$ cat config.mk
export PLATFORM = sky130hd
export DESIGN_NAME = video_sig_gen
export DESIGN_NICKNAME = d
export VERILOG_FILES = /design/src/rtl/video_timing_pkg.sv /design/src/rtl/video_sig_gen_sig_pipe.sv /design/src/rtl/video_sig_gen.sv
export SDC_FILE = /design/constraint.sdc
export NUM_CORES = 1
export LEC_CHECK = 0
export ABC_AREA = 1
export BUFFER_PORTS_ARGS = -buffer_cell sky130_fd_sc_hd__buf_2
export CORE_UTILIZATION = 55
export CTS_CLUSTER_SIZE = 14
export DETAILED_ROUTE_END_ITERATION = 12
export GPL_ROUTABILITY_DRIVEN = 0
export PLACE_DENSITY = 0.74
export SYNTH_ARGS = -nofsm -noshare
export SYNTH_HDL_FRONTEND = slang
export SYNTH_SLANG_ARGS = --single-unit
$ cat constraint.sdc
create_clock -name clk_in -period 5.5 [get_ports clk_in]
set_clock_uncertainty 0.2 [all_clocks]
set_input_delay 0.825 -clock clk_in [delete_from_list [all_inputs] [get_ports clk_in]]
set_output_delay 0.825 -clock clk_in [all_outputs]
set_load 0.02 [all_outputs]
$ cat src/rtl/video_timing_pkg.sv
// 720p raster constants and coordinate widths, shared by the timing generator,
// video_renderer and the frame-buffer writer.
package video_timing_pkg;

    localparam int ACTIVE_H = 1280;
    localparam int H_FP     = 110;
    localparam int H_SYNC   = 40;
    localparam int H_BP     = 220;
    localparam int ACTIVE_V = 720;
    localparam int V_FP     = 5;
    localparam int V_SYNC   = 5;
    localparam int V_BP     = 20;

    localparam int TOTAL_H  = ACTIVE_H + H_FP + H_SYNC + H_BP;
    localparam int TOTAL_V  = ACTIVE_V + V_FP + V_SYNC + V_BP;

    localparam int HCOUNT_W = 11;
    localparam int VCOUNT_W = 10;

endpackage

$ cat src/rtl/video_sig_gen_sig_pipe.sv
// Fixed-latency shift register with async active-low reset to 0; DEPTH 0 is a wire.
module sig_pipe #(
    parameter int WIDTH = 1,
    parameter int DEPTH = 1
) (
    input  logic             clk_in,
    input  logic             rst_in,
    input  logic [WIDTH-1:0] d_in,
    output logic [WIDTH-1:0] q_out
);

    if (DEPTH == 0) begin : g_wire
        assign q_out = d_in;
    end else begin : g_pipe
        logic [DEPTH-1:0][WIDTH-1:0] stage_q;
        logic [DEPTH-1:0][WIDTH-1:0] stage_d;

        always_comb begin
            stage_d    = stage_q;
            stage_d[0] = d_in;
            for (int i = 1; i < DEPTH; i++) begin
                stage_d[i] = stage_q[i-1];
            end
        end

        always_ff @(posedge clk_in or negedge rst_in) begin
            if (!rst_in) begin
                stage_q <= '0;
            end else begin
                stage_q <= stage_d;
            end
        end

        assign q_out = stage_q[DEPTH-1];
    end

endmodule

$ cat src/rtl/video_sig_gen.sv
// Free-running raster timing generator: coordinates, sync/active/new-frame
// strobes, frame counter, and pipeline-aligned delayed sync/active copies.
module video_sig_gen #(
    parameter int ACTIVE_H   = video_timing_pkg::ACTIVE_H,
    parameter int H_FP       = video_timing_pkg::H_FP,
    parameter int H_SYNC     = video_timing_pkg::H_SYNC,
    parameter int H_BP       = video_timing_pkg::H_BP,
    parameter int ACTIVE_V   = video_timing_pkg::ACTIVE_V,
    parameter int V_FP       = video_timing_pkg::V_FP,
    parameter int V_SYNC     = video_timing_pkg::V_SYNC,
    parameter int V_BP       = video_timing_pkg::V_BP,
    parameter int FC_W       = 6,
    parameter int PIPE_DELAY = 4
) (
    input  logic                                clk_in,
    input  logic                                rst_in,
    output logic [video_timing_pkg::HCOUNT_W-1:0] hcount_out,
    output logic [video_timing_pkg::VCOUNT_W-1:0] vcount_out,
    output logic                                hs_out,
    output logic                                vs_out,
    output logic                                ad_out,
    output logic                                nf_out,
    output logic [FC_W-1:0]                     fc_out,
    output logic                                hs_dly_out,
    output logic                                vs_dly_out,
    output logic                                ad_dly_out
);

    localparam int HW      = video_timing_pkg::HCOUNT_W;
    localparam int VW      = video_timing_pkg::VCOUNT_W;
    localparam int TOTAL_H = ACTIVE_H + H_FP + H_SYNC + H_BP;
    localparam int TOTAL_V = ACTIVE_V + V_FP + V_SYNC + V_BP;

    localparam logic [HW-1:0] H_LAST   = HW'(TOTAL_H - 1);
    localparam logic [VW-1:0] V_LAST   = VW'(TOTAL_V - 1);
    localparam logic [HW-1:0] H_ACT    = HW'(ACTIVE_H);
    localparam logic [VW-1:0] V_ACT    = VW'(ACTIVE_V);
    localparam logic [HW-1:0] HS_START = HW'(ACTIVE_H + H_FP);
    localparam logic [HW-1:0] HS_END   = HW'(ACTIVE_H + H_FP + H_SYNC);
    localparam logic [VW-1:0] VS_START = VW'(ACTIVE_V + V_FP);
    localparam logic [VW-1:0] VS_END   = VW'(ACTIVE_V + V_FP + V_SYNC);

    logic [HW-1:0]   hcount_q, hcount_d;
    logic [VW-1:0]   vcount_q, vcount_d;
    logic            hs_q, hs_d, vs_q, vs_d, ad_q, ad_d, nf_q, nf_d;
    logic [FC_W-1:0] fc_q, fc_d;

    // Flags are decoded from the next coordinates so they register alongside them.
    always_comb begin
        hcount_d = hcount_q + HW'(1);
        vcount_d = vcount_q;
        if (hcount_q == H_LAST) begin
            hcount_d = '0;
            vcount_d = (vcount_q == V_LAST) ? '0 : vcount_q + VW'(1);
        end
        ad_d = (hcount_d < H_ACT) && (vcount_d < V_ACT);
        hs_d = (hcount_d >= HS_START) && (hcount_d < HS_END);
        vs_d = (vcount_d >= VS_START) && (vcount_d < VS_END);
        nf_d = (hcount_d == H_ACT) && (vcount_d == V_ACT);
        fc_d = nf_d ? fc_q + FC_W'(1) : fc_q;
    end

    always_ff @(posedge clk_in or negedge rst_in) begin
        if (!rst_in) begin
            hcount_q <= '0;
            vcount_q <= '0;
            hs_q     <= 1'b0;
            vs_q     <= 1'b0;
            ad_q     <= 1'b0;
            nf_q     <= 1'b0;
            fc_q     <= '0;
        end else begin
            hcount_q <= hcount_d;
            vcount_q <= vcount_d;
            hs_q     <= hs_d;
            vs_q     <= vs_d;
            ad_q     <= ad_d;
            nf_q     <= nf_d;
            fc_q     <= fc_d;
        end
    end

    assign hcount_out = hcount_q;
    assign vcount_out = vcount_q;
    assign hs_out     = hs_q;
    assign vs_out     = vs_q;
    assign ad_out     = ad_q;
    assign nf_out     = nf_q;
    assign fc_out     = fc_q;

    sig_pipe #(
        .WIDTH (3),
        .DEPTH (PIPE_DELAY)
    ) u_sig_pipe (
        .clk_in (clk_in),
        .rst_in (rst_in),
        .d_in   ({hs_q, vs_q, ad_q}),
        .q_out  ({hs_dly_out, vs_dly_out, ad_dly_out})
    );

endmodule
==> flow_summary.yaml <==
placed_design:
  post-place-cells: 403
  dpl.hpwl_mm: 3.74
  port_buffers: 35
  place_area_sq_um: 2720
clock_network:
  worstSkewPairLatency_ps: 300
  post_cts_buffers: 0
  numCtsBuffers: 5
  hold_buffers: 0
  cts_resized: 0
  max-clock-path-buffers: 2
  root_buffer: "clkbuf_8"
  cts.sinks: 43
  h-tree-depth: 2
  cts_tree: "done"
  clkTransAtPathRegs_ps: 80
route:
  wirelength_mm: 5.01
  via_count: 2100
  routedWlPerCell_um: 12.2
  drc_errors: 0
  drt_first_pass_iters: 4
  drtAntennaViolNets: 0
  vias_per_cell: 5.11
  drt-initial-drc-count: 132
synthesis:
  ys_ff_latch: 43
  synth_fp_nets: 326
  synth_area_sq_um: 2510
  syn_inst: 319
  synth.lib_cells_used.distinct: 29
  postSynthAreaPerCell_sq_um: 7.87
  synth-seq-area-share: 0.429
  yosysWarningCount: 0
layout:
  fillerInstances: 388
  final_common_cell: "nand2_1"
  final_area_sq_um: 2820
  area_delta_synth_final_pct: 12.3
  layout-drive-gt1-share: 0.237
  diodes: 0
  layout_common_cells: "nand2_1 (84), inv_1 (43), dfrtp_1 (43), nor2_1 (40), buf_2 (35)"
  final-seq-area_sq_um: 1080
  finalNonFillerCells: 411
  multi_input_area_sq_um: 1220
  final_nets: 365
timing:
  finalCriticalPeriod_ps: 2360
  setup_viol: 0
  hold_viol: 0
  finalMaxSlewViolations: 0
  hold_ws_ps: 153
  worstMarginPinSlew_ps: 904
  slew_headroom: 0.397
  timing.fmax_ghz: 0.424
  rsz0062_at_grt: "false"
  finalSetupTns_ps: 0
  fin_crit_sh: 0.429
worst_setup_path:
  crit_path_max_incr_delay_ps: 410
  cpMaxStageDelayCell: "dfrtp_1"
  cp_cell_sequence: "inv_1 > ha_1 > inv_1 > nor2_2 > nand3b_4 > nand2_1 > o21ai_1 > nor2_4 > nand2_4 > nor2_8 > nand3_4 > nand2_1 > nand2_1"
  cp.arrival_ps: 2350
  end_kind: "flip-flop"
  crit_type: "reg2reg"
  cpMostUsedCell: "nand2_1"
  worstPathRequired_ps: 5490
  start_kind: "flip-flop"
  worstPathMaxFanout: 15
pwr:
  leakagePower_nw: 1.50
  ir_drop_mv: 0.121
  power_density_nw_per_um2: 187
floorplanning:
  design.core.area_sq_um: 4380
  initial_core_util: 0.572
  rows: 24
  die_w_um: 69.6
  top_level_ports: 36
  die_h_um: 69.6
  dieArea_sq_um: 4840
grt:
  antenna_found_initial: 0
  grt_start_max_net_pins: 44
  grt_pass1_vias: 1910
  grt_pass1_wl_mm: 8.46
  overflow: 0
  grt.total_usage: 0.221
job:
  cap_violations: 0
min_path:
  hold_class: "reg2reg"
outcome:
  status: "complete, no violations"
==> cell usage after synthesis <==
cell type / count / share of area
nand2_1: 84 / 0.13
dfrtp_1: 43 / 0.43
inv_1: 43 / 0.064
nor2_1: 40 / 0.060
nand3_1: 19 / 0.038
nand4_1: 17 / 0.042
inv_2: 8 / 0.012
nand2_2: 8 / 0.020
nor2_4: 7 / 0.031
nor2_2: 6 / 0.015
xor2_1: 6 / 0.021
ha_1: 5 / 0.025
o21ai_0: 5 / 0.010
nor3_1: 4 / 0.0080
nand2_4: 3 / 0.013
a21oi_1: 2 / 0.0040
buf_4: 2 / 0.0060
nand3_2: 2 / 0.0080
nand3_4: 2 / 0.014
o21ai_1: 2 / 0.0040
o21ai_2: 2 / 0.0070
o21bai_1: 2 / 0.0060
a21oi_4: 1 / 0.0065
and2_1: 1 / 0.0025
buf_6: 1 / 0.0045
nand3b_1: 1 / 0.0030
nand3b_4: 1 / 0.0080
nor2_8: 1 / 0.0080
o21bai_2: 1 / 0.0045
==> layout make-up <==
cell class,instances,share of cell area
multi-input cells,222,0.432
flip-flops and latches,43,0.382
inverters,51,0.0679
repair buffers,35,0.0622
clock buffers,5,0.0244
well taps,52,0.0231
clock inverters,3,0.00888
==> layer usage <==
metal	routed length, um	share of wire	global-route usage
met5	0	0	0
met4	67	0.013	0.0794
met3	192	0.038	0.0422
met2	2380	0.48	0.359
met1	2370	0.47	0.295
==> worst max-delay path: cells and delay by family, from the launching register on <==
| family | cells | cell delay, ps |
|---|---|---|
| AOI/OAI and AO/OA | 1 | 140 |
| and+or+nand+nor | 9 | 1190 |
| DFF | 1 | 410 |
| adders and majority gates | 1 | 170 |
| buffers and inverters | 2 | 130 |
==> report_power, final <==
part | leakage [nW] | switching [W] | internal (W)
logic | 0.893 | 0.00000560 | 0.000000257
registers | 0.560 | 0 | 0.000316
clock network | 0.0443 | 0.000114 | 0.0000908
total | 1.50 | 0.000120 | 0.000407
==> stage by stage <==
stage | power (W) | setup slack, ps | util
global route | 0.000548 | 2940 | 0.643
global placement | 0.000329 | 3220 | 0.621
CTS | 0.000535 | 3140 | 0.643
finish | 0.000527 | 3140 | 0.643
floorplan | 0.000322 | 3330 | -
detailed placement | 0.000329 | 3160 | 0.621
==> kinds of logic (layout without fill, tap and decap cells) <==
group,Yosys count,count (layout),synth area share
AOI/OAI and AO/OA,15,15,0.0419
adders and majority gates,5,5,0.0249
DFF,43,43,0.429
and+or+nand+nor,196,196,0.397
buffers and inverters,54,94,0.0867
xor gates and xnor gates,6,6,0.0209
==> final timing paths <==
kind	end	from	slack (ps)	cells after the start
max in group asynchronous	hcount_out[8]$_DFF_PN0_	rst_in	4080	1
setup reg to reg	fc_out[0]$_DFFE_PN0P_	hcount_out[1]$_DFF_PN0_	3140	13
min in group asynchronous	vcount_out[6]$_DFF_PN0_	rst_in	450	1
hold / removal	u_sig_pipe.g_pipe.stage_d[7]$_DFF_PN0_	u_sig_pipe.g_pipe.stage_d[4]$_DFF_PN0_	150	0
setup / recovery	fc_out[0]$_DFFE_PN0P_	hcount_out[1]$_DFF_PN0_	3140	13
hold reg to reg	u_sig_pipe.g_pipe.stage_d[7]$_DFF_PN0_	u_sig_pipe.g_pipe.stage_d[4]$_DFF_PN0_	150	0
==> sequential cells by signal, indices dropped and copies added, names as in the netlist <==
register	cells
u_sig_pipe.g_pipe.stage_d	9
ad_out	1
hs_out	1
u_sig_pipe.q_out	3
vs_out	1
vcount_out	10
hcount_out	11
nf_out	1
fc_out	6
(Power assumes the default switching activity.)
